$ cat src/rtl/ctrl_pipe_if.sv
// Host <-> control-unit bundle for the five-stage pipeline: IF/ID instruction and
// branch outcome in, hazard/flush strobes and per-stage control out.
interface ctrl_pipe_if #(
  parameter int CNT_W = 16
);
  logic [31:0]      id_instr;
  logic             ex_branch_taken;

  logic             stall;
  logic             if_id_flush;
  logic             id_jump;

  logic             ex_reg_dst;
  logic             ex_alu_src;
  logic             ex_branch;
  logic             ex_bne;
  logic [2:0]       ex_alu_op;
  logic [4:0]       ex_write_reg;

  logic             mem_read;
  logic             mem_write;
  logic [4:0]       mem_write_reg;

  logic             wb_reg_write;
  logic             wb_mem_to_reg;
  logic             wb_link;
  logic [4:0]       wb_write_reg;

  logic [CNT_W-1:0] stall_cnt;
  logic [CNT_W-1:0] flush_cnt;

  modport master (
    output id_instr, ex_branch_taken,
    input  stall, if_id_flush, id_jump,
    input  ex_reg_dst, ex_alu_src, ex_branch, ex_bne, ex_alu_op, ex_write_reg,
    input  mem_read, mem_write, mem_write_reg,
    input  wb_reg_write, wb_mem_to_reg, wb_link, wb_write_reg,
    input  stall_cnt, flush_cnt
  );

  modport slave (
    input  id_instr, ex_branch_taken,
    output stall, if_id_flush, id_jump,
    output ex_reg_dst, ex_alu_src, ex_branch, ex_bne, ex_alu_op, ex_write_reg,
    output mem_read, mem_write, mem_write_reg,
    output wb_reg_write, wb_mem_to_reg, wb_link, wb_write_reg,
    output stall_cnt, flush_cnt
  );
endinterface

$ cat src/rtl/ctrl_pipe.sv
// Pipelined MIPS control: ID decode, ID/EX -> EX/MEM -> MEM/WB control registers,
// load-use stall, branch/jump squash and saturating stall/flush event counters.
module ctrl_pipe #(
  parameter bit EXT_OPS = 1'b1,
  parameter int CNT_W   = 16
) (
  input logic       clk,
  input logic       reset,
  ctrl_pipe_if.slave bus
);

  localparam logic [5:0] OP_RTYPE = 6'b000000;
  localparam logic [5:0] OP_J     = 6'b000010;
  localparam logic [5:0] OP_JAL   = 6'b000011;
  localparam logic [5:0] OP_BEQ   = 6'b000100;
  localparam logic [5:0] OP_BNE   = 6'b000101;
  localparam logic [5:0] OP_ADDI  = 6'b001000;
  localparam logic [5:0] OP_SLTI  = 6'b001010;
  localparam logic [5:0] OP_ANDI  = 6'b001100;
  localparam logic [5:0] OP_ORI   = 6'b001101;
  localparam logic [5:0] OP_LW    = 6'b100011;
  localparam logic [5:0] OP_SW    = 6'b101011;

  localparam logic [2:0] ALU_ADD   = 3'b000;
  localparam logic [2:0] ALU_SUB   = 3'b001;
  localparam logic [2:0] ALU_FUNCT = 3'b010;
  localparam logic [2:0] ALU_AND   = 3'b011;
  localparam logic [2:0] ALU_OR    = 3'b100;
  localparam logic [2:0] ALU_SLT   = 3'b101;

  typedef struct packed {
    logic       reg_dst;
    logic       alu_src;
    logic       mem_to_reg;
    logic       reg_write;
    logic       mem_read;
    logic       mem_write;
    logic       branch;
    logic       bne;
    logic       jump;
    logic       link;
    logic [2:0] alu_op;
  } dec_t;

  typedef struct packed {
    logic       reg_dst;
    logic       alu_src;
    logic       branch;
    logic       bne;
    logic [2:0] alu_op;
    logic       mem_read;
    logic       mem_write;
    logic       reg_write;
    logic       mem_to_reg;
    logic       link;
    logic [4:0] write_reg;
  } idex_t;

  typedef struct packed {
    logic       mem_read;
    logic       mem_write;
    logic       reg_write;
    logic       mem_to_reg;
    logic       link;
    logic [4:0] write_reg;
  } exmem_t;

  typedef struct packed {
    logic       reg_write;
    logic       mem_to_reg;
    logic       link;
    logic [4:0] write_reg;
  } memwb_t;

  logic [5:0] opcode;
  logic [4:0] rs;
  logic [4:0] rt;
  logic [4:0] rd;
  logic       unused_instr;

  assign opcode       = bus.id_instr[31:26];
  assign rs           = bus.id_instr[25:21];
  assign rt           = bus.id_instr[20:16];
  assign rd           = bus.id_instr[15:11];
  assign unused_instr = ^bus.id_instr[10:0];

  dec_t       dec;
  logic       uses_rt;
  logic [4:0] id_dest;
  logic       id_reg_write;

  always_comb begin
    dec     = '0;
    uses_rt = 1'b0;
    case (opcode)
      OP_RTYPE: begin
        dec.reg_dst   = 1'b1;
        dec.reg_write = 1'b1;
        dec.alu_op    = ALU_FUNCT;
        uses_rt       = 1'b1;
      end
      OP_ADDI: begin
        dec.alu_src   = 1'b1;
        dec.reg_write = 1'b1;
        dec.alu_op    = ALU_ADD;
      end
      OP_ANDI: begin
        dec.alu_src   = 1'b1;
        dec.reg_write = 1'b1;
        dec.alu_op    = ALU_AND;
      end
      OP_LW: begin
        dec.alu_src    = 1'b1;
        dec.mem_read   = 1'b1;
        dec.mem_to_reg = 1'b1;
        dec.reg_write  = 1'b1;
        dec.alu_op     = ALU_ADD;
      end
      OP_SW: begin
        dec.alu_src   = 1'b1;
        dec.mem_write = 1'b1;
        dec.alu_op    = ALU_ADD;
        uses_rt       = 1'b1;
      end
      OP_BEQ: begin
        dec.branch = 1'b1;
        dec.alu_op = ALU_SUB;
        uses_rt    = 1'b1;
      end
      OP_BNE: begin
        dec.branch = 1'b1;
        dec.bne    = 1'b1;
        dec.alu_op = ALU_SUB;
        uses_rt    = 1'b1;
      end
      OP_J: dec.jump = 1'b1;
      OP_ORI: if (EXT_OPS) begin
        dec.alu_src   = 1'b1;
        dec.reg_write = 1'b1;
        dec.alu_op    = ALU_OR;
      end
      OP_SLTI: if (EXT_OPS) begin
        dec.alu_src   = 1'b1;
        dec.reg_write = 1'b1;
        dec.alu_op    = ALU_SLT;
      end
      OP_JAL: if (EXT_OPS) begin
        dec.jump      = 1'b1;
        dec.reg_write = 1'b1;
        dec.link      = 1'b1;
      end
      default: ;
    endcase
  end

  always_comb begin
    if (dec.reg_dst)   id_dest = rd;
    else if (dec.link) id_dest = 5'd31;
    else               id_dest = rt;
  end

  // Writes to $0 are dropped here so no downstream stage ever sees them.
  assign id_reg_write = dec.reg_write & (id_dest != 5'd0);

  idex_t  idex_q,  idex_d;
  exmem_t exmem_q, exmem_d;
  memwb_t memwb_q, memwb_d;
  logic [CNT_W-1:0] stall_cnt_q, stall_cnt_d;
  logic [CNT_W-1:0] flush_cnt_q, flush_cnt_d;

  logic load_use;
  logic stall;
  logic id_jump;
  logic flush;
  logic bubble;

  // A taken branch squashes the ID instruction, so it masks both the stall and the jump.
  assign load_use = idex_q.mem_read && (idex_q.write_reg != 5'd0) &&
                    ((idex_q.write_reg == rs) || ((idex_q.write_reg == rt) && uses_rt));
  assign stall    = load_use & ~bus.ex_branch_taken;
  assign id_jump  = dec.jump & ~stall & ~bus.ex_branch_taken;
  assign flush    = bus.ex_branch_taken | id_jump;
  assign bubble   = stall | bus.ex_branch_taken;

  always_comb begin
    idex_d = '0;
    if (!bubble) begin
      idex_d.reg_dst    = dec.reg_dst;
      idex_d.alu_src    = dec.alu_src;
      idex_d.branch     = dec.branch;
      idex_d.bne        = dec.bne;
      idex_d.alu_op     = dec.alu_op;
      idex_d.mem_read   = dec.mem_read;
      idex_d.mem_write  = dec.mem_write;
      idex_d.reg_write  = id_reg_write;
      idex_d.mem_to_reg = dec.mem_to_reg;
      idex_d.link       = dec.link;
      idex_d.write_reg  = id_dest;
    end
  end

  always_comb begin
    exmem_d.mem_read   = idex_q.mem_read;
    exmem_d.mem_write  = idex_q.mem_write;
    exmem_d.reg_write  = idex_q.reg_write;
    exmem_d.mem_to_reg = idex_q.mem_to_reg;
    exmem_d.link       = idex_q.link;
    exmem_d.write_reg  = idex_q.write_reg;

    memwb_d.reg_write  = exmem_q.reg_write;
    memwb_d.mem_to_reg = exmem_q.mem_to_reg;
    memwb_d.link       = exmem_q.link;
    memwb_d.write_reg  = exmem_q.write_reg;
  end

  always_comb begin
    stall_cnt_d = stall_cnt_q;
    flush_cnt_d = flush_cnt_q;
    if (stall && (stall_cnt_q != '1)) stall_cnt_d = stall_cnt_q + 1'b1;
    if (flush && (flush_cnt_q != '1)) flush_cnt_d = flush_cnt_q + 1'b1;
  end

  always_ff @(posedge clk) begin
    if (reset) begin
      idex_q      <= '0;
      exmem_q     <= '0;
      memwb_q     <= '0;
      stall_cnt_q <= '0;
      flush_cnt_q <= '0;
    end else begin
      idex_q      <= idex_d;
      exmem_q     <= exmem_d;
      memwb_q     <= memwb_d;
      stall_cnt_q <= stall_cnt_d;
      flush_cnt_q <= flush_cnt_d;
    end
  end

  assign bus.stall         = stall;
  assign bus.if_id_flush   = flush;
  assign bus.id_jump       = id_jump;

  assign bus.ex_reg_dst    = idex_q.reg_dst;
  assign bus.ex_alu_src    = idex_q.alu_src;
  assign bus.ex_branch     = idex_q.branch;
  assign bus.ex_bne        = idex_q.bne;
  assign bus.ex_alu_op     = idex_q.alu_op;
  assign bus.ex_write_reg  = idex_q.write_reg;

  assign bus.mem_read      = exmem_q.mem_read;
  assign bus.mem_write     = exmem_q.mem_write;
  assign bus.mem_write_reg = exmem_q.write_reg;

  assign bus.wb_reg_write  = memwb_q.reg_write;
  assign bus.wb_mem_to_reg = memwb_q.mem_to_reg;
  assign bus.wb_link       = memwb_q.link;
  assign bus.wb_write_reg  = memwb_q.write_reg;

  assign bus.stall_cnt     = stall_cnt_q;
  assign bus.flush_cnt     = flush_cnt_q;

endmodule

$ cat src/flat_wrapper.sv
// flat-port wrapper written by rule: the top's interface ports become plain ports
module ctrl_pipe_flat 
#(
  parameter bit EXT_OPS = 1'b1,
  parameter int CNT_W   = 16
)
  (clk, reset, bus_id_instr, bus_ex_branch_taken, bus_stall, bus_if_id_flush, bus_id_jump, bus_ex_reg_dst, bus_ex_alu_src, bus_ex_branch, bus_ex_bne, bus_ex_alu_op, bus_ex_write_reg, bus_mem_read, bus_mem_write, bus_mem_write_reg, bus_wb_reg_write, bus_wb_mem_to_reg, bus_wb_link, bus_wb_write_reg, bus_stall_cnt, bus_flush_cnt);
  ctrl_pipe_if #(.CNT_W(CNT_W)) bus_i ();
  input logic clk;
  input logic reset;
  input wire logic [$bits(bus_i.id_instr)-1:0] bus_id_instr;
  input wire logic [$bits(bus_i.ex_branch_taken)-1:0] bus_ex_branch_taken;
  output wire logic [$bits(bus_i.stall)-1:0] bus_stall;
  output wire logic [$bits(bus_i.if_id_flush)-1:0] bus_if_id_flush;
  output wire logic [$bits(bus_i.id_jump)-1:0] bus_id_jump;
  output wire logic [$bits(bus_i.ex_reg_dst)-1:0] bus_ex_reg_dst;
  output wire logic [$bits(bus_i.ex_alu_src)-1:0] bus_ex_alu_src;
  output wire logic [$bits(bus_i.ex_branch)-1:0] bus_ex_branch;
  output wire logic [$bits(bus_i.ex_bne)-1:0] bus_ex_bne;
  output wire logic [$bits(bus_i.ex_alu_op)-1:0] bus_ex_alu_op;
  output wire logic [$bits(bus_i.ex_write_reg)-1:0] bus_ex_write_reg;
  output wire logic [$bits(bus_i.mem_read)-1:0] bus_mem_read;
  output wire logic [$bits(bus_i.mem_write)-1:0] bus_mem_write;
  output wire logic [$bits(bus_i.mem_write_reg)-1:0] bus_mem_write_reg;
  output wire logic [$bits(bus_i.wb_reg_write)-1:0] bus_wb_reg_write;
  output wire logic [$bits(bus_i.wb_mem_to_reg)-1:0] bus_wb_mem_to_reg;
  output wire logic [$bits(bus_i.wb_link)-1:0] bus_wb_link;
  output wire logic [$bits(bus_i.wb_write_reg)-1:0] bus_wb_write_reg;
  output wire logic [$bits(bus_i.stall_cnt)-1:0] bus_stall_cnt;
  output wire logic [$bits(bus_i.flush_cnt)-1:0] bus_flush_cnt;
  assign bus_i.id_instr = bus_id_instr;
  assign bus_i.ex_branch_taken = bus_ex_branch_taken;
  assign bus_stall = bus_i.stall;
  assign bus_if_id_flush = bus_i.if_id_flush;
  assign bus_id_jump = bus_i.id_jump;
  assign bus_ex_reg_dst = bus_i.ex_reg_dst;
  assign bus_ex_alu_src = bus_i.ex_alu_src;
  assign bus_ex_branch = bus_i.ex_branch;
  assign bus_ex_bne = bus_i.ex_bne;
  assign bus_ex_alu_op = bus_i.ex_alu_op;
  assign bus_ex_write_reg = bus_i.ex_write_reg;
  assign bus_mem_read = bus_i.mem_read;
  assign bus_mem_write = bus_i.mem_write;
  assign bus_mem_write_reg = bus_i.mem_write_reg;
  assign bus_wb_reg_write = bus_i.wb_reg_write;
  assign bus_wb_mem_to_reg = bus_i.wb_mem_to_reg;
  assign bus_wb_link = bus_i.wb_link;
  assign bus_wb_write_reg = bus_i.wb_write_reg;
  assign bus_stall_cnt = bus_i.stall_cnt;
  assign bus_flush_cnt = bus_i.flush_cnt;
  ctrl_pipe #(.EXT_OPS(EXT_OPS), .CNT_W(CNT_W)) u_core (.clk(clk), .reset(reset), .bus(bus_i));
endmodule
$ cat config.mk
export PLATFORM = sky130hd
export DESIGN_NAME = ctrl_pipe_flat
export DESIGN_NICKNAME = d
export VERILOG_FILES = /design/src/rtl/ctrl_pipe_if.sv /design/src/rtl/ctrl_pipe.sv /design/src/flat_wrapper.sv
export SDC_FILE = /design/constraint.sdc
export NUM_CORES = 1
export LEC_CHECK = 0
export BUFFER_PORTS_ARGS = -buffer_cell sky130_fd_sc_hd__buf_2
export CORE_UTILIZATION = 54
export CTS_CLUSTER_DIAMETER = 120
export DETAILED_ROUTE_END_ITERATION = 10
export PLACE_DENSITY = 0.83
export SLEW_MARGIN = 15
export SYNTH_ARGS = -nofsm -noshare
export SYNTH_HDL_FRONTEND = slang
export SYNTH_SLANG_ARGS = --single-unit
export TNS_END_PERCENT = 10
$ cat constraint.sdc
create_clock -name clk -period 4.35 [get_ports clk]
set_input_delay 0.87 -clock clk [delete_from_list [all_inputs] [get_ports clk]]
set_output_delay 0.87 -clock clk [all_outputs]
set_load 0.01 [all_outputs]
Word-level counts from Yosys, hierarchy flattened. Cells that the tools add are included.

Flip-flop bits (word level): 65. Bits of input ports: 35. Output and inout port bits: 62. Logic and storage cells: 73.

$add $sub $neg: 2. Eq/ne operators: 14. Muxes and demuxes: 13. Bitwise gates (word level): 8. Reductions and logical operators: 15.

Operators by type and width (number): $add A16 B1 Y16 const B (2); $ne A16 B16 Y1 const B (2); $eq A6 B4 Y1 const B (4); $pmux W3 S5 (1); $eq A6 B2 Y1 const B (2); $eq A6 B3 Y1 const B (2); $eq A6 B6 Y1 const B (2); $eq A5 B5 Y1 (2); $mux W1 (10); $mux W5 (2); $reduce_bool A5 Y1 (2); $reduce_or A7 Y1 (1); $logic_not A6 Y1 (1); $reduce_or A2 Y1 (3); $reduce_or A6 Y1 (1); $logic_and A1 B1 Y1 (5); $and A1 B1 Y1 (4); $reduce_or A4 Y1 (1); $not A1 Y1 (2); $or A1 B1 Y1 (2); $logic_or A1 B1 Y1 (1).

Logic depth before layout (Yosys ltp).
Word-level depth: 12. Depth in mapped cells: 10. Mapped depth without buffers: 7.

Worst setup path before layout. Ideal clock, no wire load.

Path type: input port to output port. Start point: input port bus_id_instr[28]. End point: output port bus_id_jump. Arrival: 1999 ps. Data required time: 3480 ps. Path slack: 1481 ps. Stages: 6. Buffers on the path: 1. Cell sequence: buf_2 > and4b_1 > a22o_1 > nand3_1 > a21oi_1 > nor3b_1.

Longest elaborated chain between the ends: 10. Elaborated cells on any way between the ends: 17. Those cells by class: eq/ne (5); mux (2); bitwise (4); reduce/logical (6).

RTL lines: start: declaration (RTL line flat_wrapper.sv:11) `input wire logic [$bits(bus_i.id_instr)-1:0] bus_id_instr;`; $eq A6 B6 Y1, or another cell as far along (RTL line ctrl_pipe.sv:95) `case (opcode)`; $reduce_or A4 Y1 (no line); $mux W1 (RTL line ctrl_pipe.sv:95); $logic_and A1 B1 Y1 (RTL line ctrl_pipe.sv:179) `((idex_q.write_reg == rs) || ((idex_q.write_reg == rt) && uses_rt));`; $logic_or A1 B1 Y1 (RTL line ctrl_pipe.sv:179); $logic_and A1 B1 Y1 (RTL line ctrl_pipe.sv:178) `assign load_use = idex_q.mem_read && (idex_q.write_reg != 5'd0) &&`; $and A1 B1 Y1 (RTL line ctrl_pipe.sv:180) `assign stall = load_use & ~bus.ex_branch_taken;`; $not A1 Y1 (RTL line ctrl_pipe.sv:181) `assign id_jump = dec.jump & ~stall & ~bus.ex_branch_taken;`; $and A1 B1 Y1 * (2 in series) (RTL line ctrl_pipe.sv:181); end: declaration (RTL line flat_wrapper.sv:15) `output wire logic [$bits(bus_i.id_jump)-1:0] bus_id_jump;`.

Every way passes the cells marked *; elsewhere a longest branch is shown, timed or not.

Worst setup path after layout. Same ends and word-level chain as after synthesis.

==> impl_metrics.toml <==
[grt]
grt_use_total_pct = 22.9
antenna_found_initial = 0
grt_max_degree = 54
overflow = 0
grt_pass1_wl_mm = 10.8
grt_pass1_vias = 2382

[layout]
area_growth_pct = 18.6
post-route-cell-area_mm2 = 0.00357
stdcell_count = 485
fin_util_pct = 68.3
num_antenna_cells = 0
seq_area_mm2 = 0.00130
fillers = 433
final_nets = 449
multi_input_area_mm2 = 0.00154
drive_gt1_share_pct = 27.2

[route]
drt_iter0_drc = 121
via_count = 2645
drcViolationCount = 0
routed_wl_mm = 6.37
drt.antenna.violating_nets = 0
routedWlPerCell_um = 13.1
drt_pass1_iterations = 4
vias_per_cell = 5.45

[synth]
syn-mean-instance-area_um2 = 8.79
synthFlopType = "dfxtp_1"
postSynth.asyncResetShare_pct = 0
yosys_register_bits = 65
synthCells = 343
syn_area_mm2 = 0.00301
seq_area_frac_synth_pct = 43.2
synth_enable_flop_cells = 0
yosys_warnings = 0
synthesis.nets = 380
yosysUniqueCellTypes = 44

[clock_tree]
ctsResizeCount = 0
clockBufferDepth = 2
cts_sinks = 65
ctsHoldBuffers = 0
cts.htree.levels = 3
clk_latency_ns = 0.33
cts_setup_buffers = 0
clkTransAtPathRegs_ns = 0.06
cts_buffers = 9
cts_tree = "done"
cts_root_buf = "clkbuf_8"

[setup_path]
worstPathRequired_ns = 3.48
reg2reg_slack_ns = 1.92
path_class = "primary input to output port"
arrival_ns = 2.18
startpoint_type = "primary input"
end_kind = "output port"
worstPathMaxFanout = 9

[sta]
slew_viol_final = 0
hold_slack_ns = 0.433
finalWorstSetupSlack_ns = 1.30
worst_pin_slew_ns = 0.942
skew_ns = 0.0104
fin_crit_sh_pct = 70.2
fmax_mhz = 328
rsz0062_at_grt = "false"
slew_headroom_pct = 37.2
hold_viol = 0
tns_ns = 0
setup_viol = 0
period_minus_slack_ns = 3.05

[placement]
port_buffers = 85
preCtsSetupSlack_ns = 1.35
globalplace.congestion = 0.846
dpl.hpwl_mm = 4.35
dp.cells = 471
placed_cell_area_mm2 = 0.00337

[power_and_ir_drop]
p_per_area_mw_per_mm2 = 341
irDropWorstVdd_v = 0.000184
total_power_mw = 1.22
p_leak_nw = 1.47

[die]
design.core.area_mm2 = 0.00524
die_width_um = 76.7
io_pins = 97
placementRows = 26
die_area_mm2 = 0.00588
initial_core_util_pct = 57.5
die_y_um = 76.7

[hold_path]
hp-class = "flop to flop"

[run]
maxCapViolations = 0

[status]
status = "completed"
-- worst paths after layout --
path	startpoint	end	depth (start not counted)
max	bus_id_instr[28]	bus_id_jump	7
min	u_core.exmem_q[7]$_SDFF_PP0_	u_core.bus.wb_reg_write$_SDFF_PP0_	1
max reg2reg	u_core.bus.stall_cnt[0]$_SDFFE_PP0P_	u_core.bus.stall_cnt[5]$_SDFFE_PP0P_	7
min reg2reg	u_core.exmem_q[7]$_SDFF_PP0_	u_core.bus.wb_reg_write$_SDFF_PP0_	1
-- where the power goes --
part,leakage [nW],total (mW),internal [mW],switching (mW)
registers,0.525,0.609,0.602,0.00672
clock network,0.102,0.528,0.315,0.214
logic,0.841,0.0824,0.0335,0.0489
-- cells in the mapped netlist, types with 2 or more instances --
cell type | number | area share, %
dfxtp_1 | 65 | 43
nor2_1 | 37 | 4.6
nor2b_1 | 21 | 4.4
a21oi_1 | 18 | 3.0
xnor2_1 | 17 | 4.9
nand2_1 | 15 | 1.9
nand3_1 | 15 | 2.5
nor3_1 | 12 | 2.0
o21ai_0 | 11 | 1.8
buf_4 | 10 | 2.5
clkbuf_1 | 10 | 1.2
nand4_1 | 10 | 2.1
or3_1 | 10 | 2.1
nor4_1 | 7 | 1.5
xor2_1 | 7 | 2.0
buf_2 | 6 | 1.0
o31ai_1 | 6 | 1.5
or4_1 | 6 | 1.5
inv_1 | 5 | 0.62
nand2b_1 | 5 | 1.0
nor3b_1 | 5 | 1.2
o22ai_1 | 5 | 1.0
mux2_2 | 4 | 1.5
and3_1 | 3 | 0.62
o21ai_1 | 3 | 0.50
or2_2 | 3 | 0.62
and4b_1 | 2 | 0.66
buf_6 | 2 | 0.75
ha_1 | 2 | 0.83
mux2i_1 | 2 | 0.66
nor4b_1 | 2 | 0.58
o21ai_4 | 2 | 1.1
o32a_1 | 2 | 0.66
o32ai_1 | 2 | 0.58
or4_4 | 2 | 0.75
-- final cells by class --
class,instances,share of cell area (%)
clock buffers,10,3.57
inverters,5,0.525
multi-input cells,245,43.0
clock inverters,4,1.96
flip-flops and latches,65,36.4
repair buffers,86,12.1
well taps,70,2.45
-- logic make-up (layout without fill, tap and decap cells) --
kind of cell,Yosys count,after routing,share of synthesized area (%)
AOI/OAI and AO/OA,53,53,11.2
xor gates and xnor gates,24,24,6.97
adders and majority gates,2,2,0.830
buffers and inverters,33,105,6.10
DFF,65,65,43.2
muxes,6,6,2.16
and+or+nand+nor,160,160,29.5
-- layer usage --
| layer | wire length, um | GRT usage [%] |
|---|---|---|
| met5 | 0 | 0 |
| met4 | 106 | 10.6 |
| met3 | 418 | 7.38 |
| met2 | 2970 | 37.0 |
| met1 | 2880 | 27.5 |
-- cell usage in the layout (no fill, tap or decap), types with 3 or more instances in the layout --
| cell | netlist | routed |
|---|---|---|
| a21oi_1 | 18 | 18 |
| and3_1 | 3 | 3 |
| buf_2 | 6 | 85 |
| clkbuf_8 | 0 | 9 |
| dfxtp_1 | 65 | 65 |
| inv_1 | 5 | 5 |
| mux2_2 | 4 | 4 |
| nand2_1 | 15 | 15 |
| nand2b_1 | 5 | 5 |
| nand3_1 | 15 | 15 |
| nand4_1 | 10 | 10 |
| nor2_1 | 37 | 37 |
| nor2b_1 | 21 | 21 |
| nor3_1 | 12 | 12 |
| nor3b_1 | 5 | 5 |
| nor4_1 | 7 | 7 |
| o21ai_0 | 11 | 11 |
| o21ai_1 | 3 | 3 |
| o22ai_1 | 5 | 5 |
| o31ai_1 | 6 | 6 |
| or2_2 | 3 | 3 |
| or3_1 | 10 | 10 |
| or4_1 | 6 | 6 |
| xnor2_1 | 17 | 17 |
| xor2_1 | 7 | 7 |
-- worst max-delay path: stages --
cell and delay [ns]:
buf_2 0.20, and4b_1 0.28, a22o_1 0.29, nand3_1 0.11, a21oi_1 0.08, nor3b_1 0.18, buf_2 0.17
No activity file was read; power rests on OpenSTA's default activity.
